--- src/rtl/counter_clock_ctrl.sv ---
// counter_clock_ctrl: board clock divider plus debounced direction toggle.
// Define SINGLE_STEP_EN to add the debounced single-step button step_btn_n.
module counter_clock_ctrl #(
  parameter int DIV_HALF        = 25_000_000,
  parameter int DEBOUNCE_CYCLES = 1_000_000
) (
  input  logic clock,
  input  logic reset,
  input  logic run,
  input  logic dir_btn_n,
`ifdef SINGLE_STEP_EN
  input  logic step_btn_n,
`endif
  output logic clock_div,
  output logic Up_Down,
  output logic tick
);

  localparam int DW = (DIV_HALF > 1) ? $clog2(DIV_HALF) : 1;
  localparam int BW =
    (DEBOUNCE_CYCLES > 1) ? $clog2(DEBOUNCE_CYCLES) : 1;
  localparam logic [DW-1:0] DIV_LAST = DW'(DIV_HALF - 1);
  localparam logic [BW-1:0] DEB_LAST = BW'(DEBOUNCE_CYCLES - 1);

`ifdef SINGLE_STEP_EN
  localparam int NB = 2;
  logic [NB-1:0] btn_n;
  assign btn_n = {step_btn_n, dir_btn_n};
`else
  localparam int NB = 1;
  logic [NB-1:0] btn_n;
  assign btn_n = dir_btn_n;
`endif

  typedef enum logic [1:0] {
    IDLE,
    PRESS_WAIT,
    HELD,
    RELEASE_WAIT
  } deb_state_t;

  logic [NB-1:0] accept;

  for (genvar g = 0; g < NB; g++) begin : g_deb
    deb_state_t    state;
    deb_state_t    state_nx;
    logic [BW-1:0] cnt;
    logic [BW-1:0] cnt_nx;
    logic [1:0]    sync;
    logic          pressed;
    logic          acc;

    assign pressed   = ~sync[1];
    assign accept[g] = acc;

    // Two-flop synchronizer for the raw button level
    always_ff @(posedge clock) begin
      if (reset) sync <= 2'b11;
      else       sync <= {sync[0], btn_n[g]};
    end

    // Debounce state and stable-level counter
    always_ff @(posedge clock) begin
      if (reset) begin
        state <= IDLE;
        cnt   <= '0;
      end else begin
        state <= state_nx;
        cnt   <= cnt_nx;
      end
    end

    // Accept a press once per press/release cycle
    always_comb begin
      state_nx = state;
      cnt_nx   = cnt;
      acc      = 1'b0;
      unique case (state)
        IDLE: begin
          if (pressed) begin
            state_nx = PRESS_WAIT;
            cnt_nx   = '0;
          end
        end
        PRESS_WAIT: begin
          if (!pressed) begin
            state_nx = IDLE;
          end else if (cnt == DEB_LAST) begin
            state_nx = HELD;
            acc      = 1'b1;
          end else begin
            cnt_nx = cnt + 1'b1;
          end
        end
        HELD: begin
          if (!pressed) begin
            state_nx = RELEASE_WAIT;
            cnt_nx   = '0;
          end
        end
        RELEASE_WAIT: begin
          if (pressed) begin
            state_nx = HELD;
          end else if (cnt == DEB_LAST) begin
            state_nx = IDLE;
          end else begin
            cnt_nx = cnt + 1'b1;
          end
        end
        default: state_nx = IDLE;
      endcase
    end
  end

  logic [DW-1:0] div_cnt;
  logic          wrap;
  logic          step_go;
  logic          rise;
  logic          apply;
  logic          pending;

  assign wrap = div_cnt == DIV_LAST;

`ifdef SINGLE_STEP_EN
  // a high clock_div means a pulse is already in flight
  assign step_go = accept[1] & ~run & ~clock_div;
`else
  assign step_go = 1'b0;
`endif

  assign rise  = (~clock_div & run & wrap) | step_go;
  assign apply = pending & ~clock_div & ~rise;

  // Divider: a high phase always completes, low phase parks when idle
  always_ff @(posedge clock) begin
    if (reset) begin
      div_cnt   <= '0;
      clock_div <= 1'b0;
      tick      <= 1'b0;
    end else begin
      tick <= rise;
      if (step_go) begin
        div_cnt   <= '0;
        clock_div <= 1'b1;
      end else if (run | clock_div) begin
        if (wrap) begin
          div_cnt   <= '0;
          clock_div <= ~clock_div;
        end else begin
          div_cnt <= div_cnt + 1'b1;
        end
      end else begin
        div_cnt <= '0;
      end
    end
  end

  // Direction toggles only while clock_div is low and stays low
  always_ff @(posedge clock) begin
    if (reset) begin
      Up_Down <= 1'b1;
      pending <= 1'b0;
    end else begin
      if (apply) Up_Down <= ~Up_Down;
      pending <= (pending & ~apply) ^ accept[0];
    end
  end

endmodule

--- config.mk ---
export PLATFORM = sky130hd
export DESIGN_NAME = counter_clock_ctrl
export DESIGN_NICKNAME = d
export VERILOG_FILES = /design/src/rtl/counter_clock_ctrl.sv
export SDC_FILE = /design/constraint.sdc
export NUM_CORES = 1
export LEC_CHECK = 0
export CAP_MARGIN = 20
export CORE_UTILIZATION = 50
export CTS_CLUSTER_SIZE = 16
export DETAILED_ROUTE_END_ITERATION = 8
export GPL_TIMING_DRIVEN = 0
export PLACE_DENSITY = 0.66
export SETUP_SLACK_MARGIN = 0.05
export SYNTH_ARGS = -nofsm -noshare
export SYNTH_HDL_FRONTEND = slang
export SYNTH_SLANG_ARGS = --single-unit
export TNS_END_PERCENT = 5
--- constraint.sdc ---
create_clock -name clock -period 1.8 [get_ports clock]
set_input_delay 0.36 -clock clock [delete_from_list [all_inputs] [get_ports clock]]
set_output_delay 0.36 -clock clock [all_outputs]
set_load 0.05 [all_outputs]
Yosys cells after proc, flatten, opt, wreduce, memory -nomap -nowiden --
Cells that the tools add are included.
Cells by class: muxes and demuxes 16, bitwise gates (word level) 12, eq/ne operators 11, reduce and logical (&&, ||, !) cells 5, add/subtract/negate cells 2
Operators by type and width (count):
- $mux 20 | 5
- $pmux 20 s4 | 1
- $add 25x1->25 const B | 1
- $eq 25x25->1 const B | 1
- $add 20x1->20 const B | 1
- $eq 20x20->1 const B | 1
- $mux 2 | 6
- $ne 2x2->1 const B | 4
- $pmux 2 s4 | 1
- $reduce_and 4->1 | 2
- $ne 3x3->1 const B | 2
- $and 1x1->1 | 5
- $not 1->1 | 5
- $eq 2x2->1 const B | 2
- $mux 1 | 3
- $reduce_or 3->1 | 1
- $eq 2x1->1 const B | 1
- $logic_not 2->1 | 1
- $reduce_and 2->1 | 1
- $or 1x1->1 | 1
- $xor 1x1->1 | 1
Word-level totals: output and inout bits 3, logic and storage cells 54, bits of input ports 4, register bits after elaboration 53

Logic depth before layout (Yosys ltp) --
depth after elaboration 8, gate-level depth with buffers 7

Least setup slack after synthesis --
No wires, ideal clock.
path kind register -> register, start reg div_cnt[0], end reg div_cnt[7], required time 1.685 ns, library setup time 0.115 ns, setup slack 0.055 ns, clock period less this slack 1.745 ns, data arrival time 1.630 ns, cell stages (with the launch flop) 7, path through dfxtp_1 -> ha_1 -> nand2_4 -> or4_1 -> o211ai_2 -> buf_6 -> nor2_1
Between the ends: cells in the longest elaborated chain, start to end 2
RTL lines:
- start: declaration | line 115 | logic [DW-1:0] div_cnt;
- start signal: assignment | line 150 | div_cnt <= div_cnt + 1'b1;
- parallel branches: the longest is 2 deep, another holds $add 25x1->25
Parallel ways; which one is timed is not known. A chain may end at the register's enable or synchronous reset.

Worst setup path after layout --
start reg div_cnt[2], end reg div_cnt[17]
The elaborated chain is that of the path after synthesis.

==> impl_summary.txt <==
----------------------------------------------------
[Timing]
  Final hold slack ... 0.4160 ns
  Count of pins over their slew limit ... 0
  Max transition margin ... between 60% and 70%
  Setup violation total in the final timing report ... 19
  Min setup slack post-route ... -0.01927 ns
  Final critical delay including setup and external delays ... between 1.5 and 2 ns
  Final count of hold timing violations ... 0
  Transition at the pin with the smallest max-transition slack ... around 0.5 ns
  Highest clock frequency the design can meet ... 0.5497 GHz
  Maximum clock skew at final layout ... 0.007177 ns
  Unrepaired setup endpoints after global routing ... yes
  Final worst path period share ... 101.1%

[Setup path]
  Combined buffer and inverter count along the critical path ... 1
  Worst Path Class, Setup ... flop to flop
  Endpoint arrival time on the critical path ... 2.02 ns
  Type of origin of the critical path ... flop
  Dominant delay contributor by cell family on the critical path ... simple AND/OR/NAND/NOR gates
  Data required time at the worst endpoint ... approximately 2.0 ns
  Maximum cell stage delay along the critical path ... 0.53 ns
  Setup slack of the worst register-to-register path ... -0.02 ns
  Launch point of the worst reg-to-reg path ... div_cnt[2]
  Slowest cell on crit path ... sky130_fd_sc_hd__or4_4
  Nature of the critical path endpoint ... flop
  Destination of the worst register-to-register timing path ... div_cnt[17]
  CP cell instances ... and4_4, nand2_4, or4_4, o211ai_4, buf_4, nor2_1
  Max Fanout on Critical Path ... 7
  Register-to-Register Path Depth ... 6

[Global route]
  Wire length of the first global-routing pass ... around 8000 um
  Global-route usage over all layers ... a little under 20%
  Remaining global-route overflow ... 0
  Maximum number of pins on one net before global-route repair ... 18
  Initial antenna violation count ... 0
  Via count of the first global-routing pass ... about 1.9k

[Placement]
  Port bufs ... 6
  Worst setup slack after placement ... -0.2449 ns
  RePlAce Congestion ... approximately 0.74
  Post-detailed-placement half-perimeter wirelength ... between 3000 and 4000 um
  Post-placement cell area ... between 2000 and 3000 um2

[Clock network]
  # H-tree levels ... 2
  Count of clock tree sinks ... 53
  Buffer depth of the longest clock path ... 2
  Clock tree from TritonCTS ... built
  Cell at the root of the clock tree ... sky130_fd_sc_hd__clkbuf_8
  Clock edge transition at the registers on the reported setup and hold paths ... 0.10 ns
  Clock latency reported for the late side of the worst-skew pair ... around 0.3 ns
  Clock buffer count from CTS ... 5

[Route]
  Vias/cell ... roughly 5.4
  TritonRoute pass-1 iters ... 4
  Violation count after the first detailed-routing iteration ... roughly 110
  Number of remaining DRC errors ... 0
  Routed wire length ... 4864 um
  Remaining number of nets flagged by the antenna check after routing ... 0
  Vias after detailed routing ... roughly 2.0k
  Wire per inst ... ~13 um

[Floorplan]
  Placeable core region ... between 4000 and 5000 um2
  Die Area ... 5163 um2
  I/O pin cnt ... 7
  Placement Rows ... 25
  Starting density of the core ... between 50% and 60%
  Die X-Extent ... between 70 and 80 um
  Die H ... a little over 70 um

[Logic synthesis]
  Syn_nets ... 280
  Synthesized instance count ... 274
  Most used standard cell by instance count after synthesis ... sky130_fd_sc_hd__dfxtp_1
  Top FF cell, synth ... sky130_fd_sc_hd__dfxtp_1
  Total of warnings raised by yosys ... 0
  Top cells by instance count after synthesis ... 53 x sky130_fd_sc_hd__dfxtp_1, 51 x sky130_fd_sc_hd__nor2_1, 20 x sky130_fd_sc_hd__xnor2_1, 18 x sky130_fd_sc_hd__xor2_1, 17 x sky130_fd_sc_hd__nand3_1
  Number of distinct library cells after synthesis ... 46
  Area leader, netlist ... sky130_fd_sc_hd__dfxtp_1
  Mapped cell area ... about 2400 um2
  Synthesized area per cell ... 8.905 um2
  Share of Yosys cell area claimed by the top area cell type ... ~43%
  Post-synth EDFFs ... 0
  Register bit total from synthesis ... 53
  Fraction of synthesis flops using an asynchronous set or reset pin ... 0%
  Sequential area share after synthesis ... between 40 and 50%
  Main area contributors after synthesis ... sky130_fd_sc_hd__dfxtp_1 43%, sky130_fd_sc_hd__nor2_1 7.8%, sky130_fd_sc_hd__xnor2_1 7.2%, sky130_fd_sc_hd__xor2_1 6.5%, sky130_fd_sc_hd__nand3_1 3.5%

[Worst hold path]
  Worst Hold Endpoint ... g_deb[0].sync[1]
  Worst Hold Launch ... g_deb[0].sync[0]
  Instance count along the most critical hold path ... 1
  Type of the worst min-delay path ... flop to flop

[Run]
  Max-cap violations ... 0

[Final layout]
  Share of final-layout standard cells stronger than drive strength 1 ... a little over a fifth
  Number of antenna cells inserted ... 0
  Area added between synthesis and finish ... 22.51%
  Final design area excluding fillers ... roughly 3000 um2
  NumNets Final ... roughly 300

[Power and ir drop]
  Leakage dissipation ... 0.9985 nW
  Clock Power Share ... between 40% and 50%
  Part of the total power dissipated in sequential elements ... between 50% and 60%
  Worst IR drop on VDD ... between 0.4 and 0.5 mV
  Cell area power density ... 742.8 nW/um2
  Sw Share ... roughly a fifth
  Internal power ... roughly 0.0018 W
  Switch Pwr ... ~0.00045 W
  Combinational share of power ... 3.3%

[Outcome]
  Result of the run ... complete, but fails checks
  Failing checks ... negative setup slack

----------------------------------------------------
[power by group through the flow]
stage | sequential (W) | clock [W] | combinational, W
after floorplan | 0.00121 | 0 | 0.0000359
after global placement | 0.00121 | 0 | 0.0000539
after detailed placement | 0.00121 | 0 | 0.0000548
after CTS | 0.00118 | 0.000991 | 0.0000581
after global routing | 0.00119 | 0.00103 | 0.0000799
final | 0.00119 | 0.000962 | 0.0000723
[stage by stage]
step / power (W) / setup TNS (ns) / instances / utilization (%)
2_1_floorplan: 0.001246 / 0 / 274 / -
3_3_place_gp: 0.001266 / -4.712 / 347 / 54.70
3_5_place_dp: 0.001267 / -4.947 / 347 / 54.70
4_1_cts: 0.002234 / -2.509 / 356 / 58.09
5_1_grt: 0.002296 / -1.534 / 364 / 63.28
6_report: 0.002220 / -0.1746 / 364 / 63.28
[layer usage]
metal	GRT usage (%)	vias to the layer above	wire length, um
met5	0	-	0
met4	6.536	0	47
met3	4.641	4	116
met2	33.86	20	2426
met1	23.80	921	2273
li1	-	1008	-
[how the worst max path moves through the flow]
| stage | cells after the start | from | end | slack (ns) |
|---|---|---|---|---|
| 3_5_place_dp | 7 | g_deb[0].cnt[0] | g_deb[0].cnt[13] | -0.24 |
| 5_1_grt | 5 | g_deb[0].cnt[2] | g_deb[0].cnt[15] | -0.12 |
| 4_1_cts | 6 | div_cnt[17] | div_cnt[9] | -0.12 |
| 3_3_place_gp | 7 | g_deb[0].cnt[0] | g_deb[0].cnt[18] | -0.20 |
| 2_1_floorplan | 6 | div_cnt[0] | div_cnt[7] | 0.05 |
| 6_report | 6 | div_cnt[2] | div_cnt[17] | -0.02 |
[registers in the layout, indices dropped and copies added (netlist names), named ones only]
name,cells
g_deb.state,1
pending,1
tick,1
g_deb.sync,2
Up_Down,1
g_deb.cnt,20
div_cnt,25
clock_div,1
[worst register-to-register path: cells and delay by family, from the launching register on]
family | cells | cell delay, ns
AO/OA/AOI/OAI | 1 | 0.18
buffers and inverters | 1 | 0.19
flip-flops | 1 | 0.41
AND/OR/NAND/NOR | 4 | 0.93
[layout make-up]
cell class                      count  area [um2]
Buffer                              7       60.06
Sequential cell                    53        1077
Tap cell                           67       83.83
Fill cell                         397        1734
Inverter                            8       30.03
Clock inverter                      3       68.82
Timing Repair Buffer               15       138.9
Multi-Input combinational cell    206        1461
Clock buffer                        5       68.82
[kinds of logic (layout without fill, tap and decap cells)]
logic type	Yosys count	in the layout	share of synthesized area (%)
buffers and inverters	15	38	3.026
and+or+nand+nor	139	139	30.15
adders and majority gates	2	2	1.025
muxes	2	2	0.8205
DFF	53	53	43.49
AOI/OAI and AO/OA	24	24	7.180
xor gates and xnor gates	39	39	14.31
[cells in the final DEF (no fill, tap or decap), types with 6 or more instances in the layout]
cell type	Yosys	final
sky130_fd_sc_hd__nor2_1	51	48
sky130_fd_sc_hd__dfxtp_1	53	42
sky130_fd_sc_hd__xnor2_1	20	20
sky130_fd_sc_hd__xor2_1	18	17
sky130_fd_sc_hd__nand3_1	17	16
sky130_fd_sc_hd__nand2_1	15	13
sky130_fd_sc_hd__dfxtp_2	0	10
sky130_fd_sc_hd__inv_1	8	8
sky130_fd_sc_hd__buf_4	0	8
sky130_fd_sc_hd__nor3_1	8	8
sky130_fd_sc_hd__nor4_1	12	8
sky130_fd_sc_hd__nand4_1	7	7
sky130_fd_sc_hd__and3_1	6	6
sky130_fd_sc_hd__buf_6	2	6
[repair_timing]
| item | in CTS | in global routing |
|---|---|---|
| resized for setup | 6 | 48 |
| pin swaps | 1 | 16 |
| hold buffers | 0 | 0 |
| gates cloned | 0 | 2 |
| buffers inserted | 1 | 6 |
| endpoints found under the hold margin | 0 | 0 |
| setup endpoints to repair | 46 | 47 |
No activity file was read; power rests on OpenSTA's default activity.
